## config.mk

```make
export PLATFORM = sky130hd
export DESIGN_NAME = fetch_mem_arbiter_flat
export DESIGN_NICKNAME = d
export VERILOG_FILES = /design/src/rtl/fetch_mem_arbiter_if.sv /design/src/rtl/fetch_mem_arbiter.sv /design/src/flat_wrapper.sv
export SDC_FILE = /design/constraint.sdc
export NUM_CORES = 1
export LEC_CHECK = 0
export CAP_MARGIN = 20
export CORE_AREA = 2 2 534 536
export DETAILED_ROUTE_END_ITERATION = 12
export DIE_AREA = 0 0 536 538
export GPL_TIMING_DRIVEN = 0
export RECOVER_POWER = 50
export SKIP_CTS_REPAIR_TIMING = 1
export SLEW_MARGIN = 20
export SYNTH_ARGS = -nofsm -noshare
export SYNTH_HDL_FRONTEND = slang
export SYNTH_SLANG_ARGS = --single-unit
```

## constraint.sdc

```tcl
create_clock -name clk_i -period 1.5 [get_ports clk_i]
set_input_delay 0.3 -clock clk_i [delete_from_list [all_inputs] [get_ports clk_i]]
set_output_delay 0.3 -clock clk_i [all_outputs]
set_load 0.01 [all_outputs]
```

## src/rtl/fetch_mem_arbiter_if.sv

```systemverilog
// Line-port bundle shared by the I-cache, D-cache and the cacheline adaptor.
// master is the arbiter's view; slave is the view of the caches and the adaptor.
interface fetch_mem_arbiter_if #(
    parameter int LINE_W = 256,
    parameter int ADDR_W = 32
);
    logic              i_read;
    logic [ADDR_W-1:0] i_addr;
    logic [LINE_W-1:0] i_rdata;
    logic              i_resp;

    logic              d_read;
    logic              d_write;
    logic [ADDR_W-1:0] d_addr;
    logic [LINE_W-1:0] d_wdata;
    logic [LINE_W-1:0] d_rdata;
    logic              d_resp;

    logic              pmem_read;
    logic              pmem_write;
    logic [ADDR_W-1:0] pmem_addr;
    logic [LINE_W-1:0] pmem_wdata;
    logic [LINE_W-1:0] pmem_rdata;
    logic              pmem_resp;

    modport master (
        input  i_read, i_addr,
        output i_rdata, i_resp,
        input  d_read, d_write, d_addr, d_wdata,
        output d_rdata, d_resp,
        output pmem_read, pmem_write, pmem_addr, pmem_wdata,
        input  pmem_rdata, pmem_resp
    );

    modport slave (
        output i_read, i_addr,
        input  i_rdata, i_resp,
        output d_read, d_write, d_addr, d_wdata,
        input  d_rdata, d_resp,
        input  pmem_read, pmem_write, pmem_addr, pmem_wdata,
        output pmem_rdata, pmem_resp
    );
endinterface

```

## src/rtl/fetch_mem_arbiter.sv

```systemverilog
// Round-robin arbiter giving the I-side or D-side cache exclusive use of the
// physical-memory line port for one transaction at a time.
module fetch_mem_arbiter #(
    parameter int LINE_W = 256,
    parameter int ADDR_W = 32
) (
    input  logic                clk_i,
    input  logic                rst_ni,
    fetch_mem_arbiter_if.master bus,
    output logic [1:0]          owner_o
);

    // Encoding doubles as the owner status code.
    localparam logic [1:0] IDLE    = 2'b00;
    localparam logic [1:0] SERVE_I = 2'b01;
    localparam logic [1:0] SERVE_D = 2'b10;
    localparam logic [1:0] RECOVER = 2'b11;

    logic [1:0] state_q, state_d;
    logic       lastGrant_q, lastGrant_d;

    logic              iReq, dReq;
    logic              pmemRead, pmemWrite;
    logic [ADDR_W-1:0] pmemAddr;
    logic [LINE_W-1:0] pmemWdata, iRdata, dRdata;
    logic              iResp, dResp;

    assign iReq = bus.i_read;
    assign dReq = bus.d_read | bus.d_write;

    always_comb begin
        state_d     = state_q;
        lastGrant_d = lastGrant_q;
        case (state_q)
            IDLE: begin
                if (iReq && (!dReq || lastGrant_q)) begin
                    state_d     = SERVE_I;
                    lastGrant_d = 1'b0;
                end else if (dReq) begin
                    state_d     = SERVE_D;
                    lastGrant_d = 1'b1;
                end
            end
            SERVE_I, SERVE_D: begin
                if (bus.pmem_resp) begin
                    state_d = RECOVER;
                end
            end
            default: state_d = IDLE;
        endcase
    end

    // Commands follow only the owner's request lines; a simultaneous read and
    // write from the D-side is treated as a write.
    always_comb begin
        pmemRead  = 1'b0;
        pmemWrite = 1'b0;
        pmemAddr  = '0;
        pmemWdata = '0;
        iRdata    = '0;
        iResp     = 1'b0;
        dRdata    = '0;
        dResp     = 1'b0;
        case (state_q)
            SERVE_I: begin
                pmemRead = 1'b1;
                pmemAddr = bus.i_addr;
                iRdata   = bus.pmem_rdata;
                iResp    = bus.pmem_resp;
            end
            SERVE_D: begin
                pmemRead  = bus.d_read & ~bus.d_write;
                pmemWrite = bus.d_write;
                pmemAddr  = bus.d_addr;
                pmemWdata = bus.d_wdata;
                dRdata    = bus.pmem_rdata;
                dResp     = bus.pmem_resp;
            end
            default: ;
        endcase
    end

    always_ff @(posedge clk_i or negedge rst_ni) begin
        if (!rst_ni) begin
            state_q     <= IDLE;
            lastGrant_q <= 1'b0;
        end else begin
            state_q     <= state_d;
            lastGrant_q <= lastGrant_d;
        end
    end

    assign bus.pmem_read  = pmemRead;
    assign bus.pmem_write = pmemWrite;
    assign bus.pmem_addr  = pmemAddr;
    assign bus.pmem_wdata = pmemWdata;
    assign bus.i_rdata    = iRdata;
    assign bus.i_resp     = iResp;
    assign bus.d_rdata    = dRdata;
    assign bus.d_resp     = dResp;
    assign owner_o        = state_q;

endmodule

```

## src/flat_wrapper.sv

```systemverilog
// flat-port wrapper written by rule: the top's interface ports become plain ports
module fetch_mem_arbiter_flat 
#(
    parameter int LINE_W = 256,
    parameter int ADDR_W = 32
)
  (clk_i, rst_ni, owner_o, bus_i_read, bus_i_addr, bus_i_rdata, bus_i_resp, bus_d_read, bus_d_write, bus_d_addr, bus_d_wdata, bus_d_rdata, bus_d_resp, bus_pmem_read, bus_pmem_write, bus_pmem_addr, bus_pmem_wdata, bus_pmem_rdata, bus_pmem_resp);
  fetch_mem_arbiter_if #(.LINE_W(LINE_W), .ADDR_W(ADDR_W)) bus_i ();
  input  logic clk_i;
  input  logic rst_ni;
  output logic [1:0] owner_o;
  input wire logic [$bits(bus_i.i_read)-1:0] bus_i_read;
  input wire logic [$bits(bus_i.i_addr)-1:0] bus_i_addr;
  output wire logic [$bits(bus_i.i_rdata)-1:0] bus_i_rdata;
  output wire logic [$bits(bus_i.i_resp)-1:0] bus_i_resp;
  input wire logic [$bits(bus_i.d_read)-1:0] bus_d_read;
  input wire logic [$bits(bus_i.d_write)-1:0] bus_d_write;
  input wire logic [$bits(bus_i.d_addr)-1:0] bus_d_addr;
  input wire logic [$bits(bus_i.d_wdata)-1:0] bus_d_wdata;
  output wire logic [$bits(bus_i.d_rdata)-1:0] bus_d_rdata;
  output wire logic [$bits(bus_i.d_resp)-1:0] bus_d_resp;
  output wire logic [$bits(bus_i.pmem_read)-1:0] bus_pmem_read;
  output wire logic [$bits(bus_i.pmem_write)-1:0] bus_pmem_write;
  output wire logic [$bits(bus_i.pmem_addr)-1:0] bus_pmem_addr;
  output wire logic [$bits(bus_i.pmem_wdata)-1:0] bus_pmem_wdata;
  input wire logic [$bits(bus_i.pmem_rdata)-1:0] bus_pmem_rdata;
  input wire logic [$bits(bus_i.pmem_resp)-1:0] bus_pmem_resp;
  assign bus_i.i_read = bus_i_read;
  assign bus_i.i_addr = bus_i_addr;
  assign bus_i_rdata = bus_i.i_rdata;
  assign bus_i_resp = bus_i.i_resp;
  assign bus_i.d_read = bus_d_read;
  assign bus_i.d_write = bus_d_write;
  assign bus_i.d_addr = bus_d_addr;
  assign bus_i.d_wdata = bus_d_wdata;
  assign bus_d_rdata = bus_i.d_rdata;
  assign bus_d_resp = bus_i.d_resp;
  assign bus_pmem_read = bus_i.pmem_read;
  assign bus_pmem_write = bus_i.pmem_write;
  assign bus_pmem_addr = bus_i.pmem_addr;
  assign bus_pmem_wdata = bus_i.pmem_wdata;
  assign bus_i.pmem_rdata = bus_pmem_rdata;
  assign bus_i.pmem_resp = bus_pmem_resp;
  fetch_mem_arbiter #(.LINE_W(LINE_W), .ADDR_W(ADDR_W)) u_core (.clk_i(clk_i), .rst_ni(rst_ni), .bus(bus_i), .owner_o(owner_o));
endmodule
```

==> impl_metrics.tcl <==
set metrics [dict create \
    status "complete, but fails checks" \
    ys_top_cells_by_count "and2_1 (771), clkbuf_2 (61), a22oi_1 (32), nor2b_1 (32), clkbuf_1 (18)" \
    insertion_delay_ps 230 \
    critPathLaunchType "flop" \
    post_drt_wl_per_cell_microns 37.1 \
    finalCriticalPeriod_ps 2690 \
    die_area_sq_mm 0.288 \
    slew_violations 0 \
    max-cap-violations 0 \
    drt_iter0_drc 812 \
    synth_xor_area_frac 0 \
    synth-edff-count 0 \
    grt_use_total 0.149 \
    netlist.area_leader.share 0.800 \
    end_kind "output port" \
    finalWirelength_mm 231 \
    cts_buffer_depth 2 \
    netlist_area_sq_mm 0.00603 \
    die_h_microns 538 \
    io_buffers 1387 \
    drtPass1Iterations 5 \
    synth_compound_area_frac 0.0506 \
    cts_tree "done" \
    final.setup_skew_ps 2.88 \
    rsz0062_at_grt "yes" \
    finalCritPeriodShare 1.79 \
    core-area_sq_mm 0.283 \
    synth_seq_area_share 0.0125 \
    crit_required_ps 1200 \
    grt_pass1_vias 13200 \
    regArea_sq_um 77.6 \
    antenna_found_initial 233 \
    r2r_slack_ps -90 \
    synthMuxAreaShare 0 \
    grt_pass1_wl_mm 252 \
    final_nets 2962 \
    ys_seq_elements 3 \
    floorplan.initialDensity 0.0213 \
    ys_types 22 \
    power_density_mw_per_mm2 1380 \
    synth_fa_ha_area_frac 0.00830 \
    grt_max_degree 11 \
    yosysMostFrequentCell "and2_1" \
    detail-route-antenna-nets 0 \
    synth.area.top_cells "and2_1 (80%), clkbuf_2 (5.1%), a22oi_1 (4.0%)" \
    synth-simple-area-share 0.842 \
    cts_sinks 3 \
    synth_area_per_cell_sq_um 6.29 \
    leakagePower_nw 12.9 \
    ir_worst_vdd_mv 0.589 \
    hold_violations 0 \
    io_pins 1388 \
    path_max_fanout 10 \
    gp_congestion 1.06 \
    tightest_slew_ps 812 \
    num_vias 14500 \
    die_w_microns 536 \
    htreeDepth 1 \
    yosysTopAreaCell "and2_1" \
    synth_top_family_by_area "simple AND/OR/NAND/NOR gates" \
    max_freq_mhz 372 \
    maxSlewHeadroom 0.457 \
    post-route-util 0.0956 \
    yosys_warnings 0 \
    std_cell_rows 196 \
    cts-root-buf "clkbuf_16" \
    synth_ff_type "dfrtp_1" \
    syn_to_final_growth_pct 349 \
    drc 0 \
    multi_input_area_sq_mm 0.00605 \
    async_flop_share 1.00 \
    hpwl_mm 217 \
    avgViaCountPerCell 2.33 \
    fillCellCount 33100 \
    setup_viol 808 \
    cts_buffers 3 \
    grt.overflow.total 0 \
    setup_slack_ps -1190 \
    syn_nets 1544 \
    dp_slack_ps -2070 \
    hp-class "input pin to asynchronous set/reset pin" \
    critPathKind "flop to output port" \
    crit_arrival_ps 2390 \
    violations "setup timing" \
    drive_above_1_share 0.221 \
    clkSlewWorstSetupHoldPaths_ps 30 \
    synthCells 958 \
]
[power by group]
group | switching [mW] | internal (mW) | total [mW]
Clock | 0.0745 | 0.351 | 0.425
Combinational | 19.7 | 17.0 | 36.7
Sequential | 0.0512 | 0.128 | 0.179
[cell families (layout without fill, tap and decap cells)]
group / Yosys count / in the layout
and+or+nand+nor: 810 / 810
adders and majority gates: 4 / 4
AOI/OAI and AO/OA: 40 / 40
other: 0 / 84
buffers and inverters: 101 / 1518
DFF: 3 / 3
[layout make-up]
type,count,share of cell area
repair buffers,1415,0.546
multi-input cells,854,0.224
well taps,3762,0.174
plain buffers,95,0.0422
diodes,84,0.00776
clock buffers,4,0.00291
flip-flops and latches,3,0.00287
inverters,4,0.000555
[sequential cells by signal, indices dropped and copies added, names as in the netlist]
name,cells
u_core.lastGrant_q,1
u_core.owner_o,2
[per-stage QoR]
stage	TNS [ps]	std cells	hold WS (ps)	total power [mW]	area [sq um]
6_report	-705070	6221	326	37.3	27100
5_1_grt	-778720	6183	342	39.4	27000
4_1_cts	-1175510	6111	259	35.5	25500
3_5_place_dp	-983560	6107	487	34.8	25400
3_3_place_gp	-971480	6107	486	34.9	25400
2_1_floorplan	-44300	958	4.41	11.8	6840
[routing by layer]
metal | wire length, microns | vias to the layer above | GRT usage
met5 | 1860 | - | 0.0217
met4 | 7250 | 172 | 0.0300
met3 | 45500 | 408 | 0.126
met2 | 93400 | 1474 | 0.220
met1 | 82800 | 6602 | 0.161
li1 | - | 5862 | -
[final timing paths]
path                                                      from                        endpoint  cells after the start
worst max-delay path             u_core.owner_o[1]$_DFFE_PN0P_                 bus_i_rdata[38]                      7
worst min-delay path                                    rst_ni  u_core.lastGrant_q$_DFFE_PN0P_                      1
worst max register to register   u_core.owner_o[1]$_DFFE_PN0P_   u_core.owner_o[1]$_DFFE_PN0P_                      6
worst min register to register  u_core.lastGrant_q$_DFFE_PN0P_  u_core.lastGrant_q$_DFFE_PN0P_                      1
max in group asynchronous                               rst_ni   u_core.owner_o[0]$_DFFE_PN0P_                      1
min in group clk_i              u_core.lastGrant_q$_DFFE_PN0P_  u_core.lastGrant_q$_DFFE_PN0P_                      1
[worst max-delay path, cell delays in order, from the launching register on]
cell and delay [ps]:
dfrtp_2 440, inv_2 100, ha_4 190, buf_12 120, clkbuf_16 190, clkbuf_1 300
and2_1 180, dlymetal6s2s_1 610
[placed cells by master, fill, tap and decap left out, types with 3 or more instances in the layout]
cell,n
nor2b_4,7
and2_4,159
a22oi_2,16
and2_1,611
clkdlybuf4s50_1,968
clkbuf_8,21
buf_2,17
clkbuf_4,66
nor2b_1,3
dlymetal6s2s_1,231
nor2b_2,22
nand2_1,3
buf_4,30
buf_12,35
clkbuf_2,47
a22oi_1,16
buf_6,70
clkbuf_16,9
diode_2,84
buf_8,8
buf_16,9
Note: power is estimated with default switching activity, not from simulation.
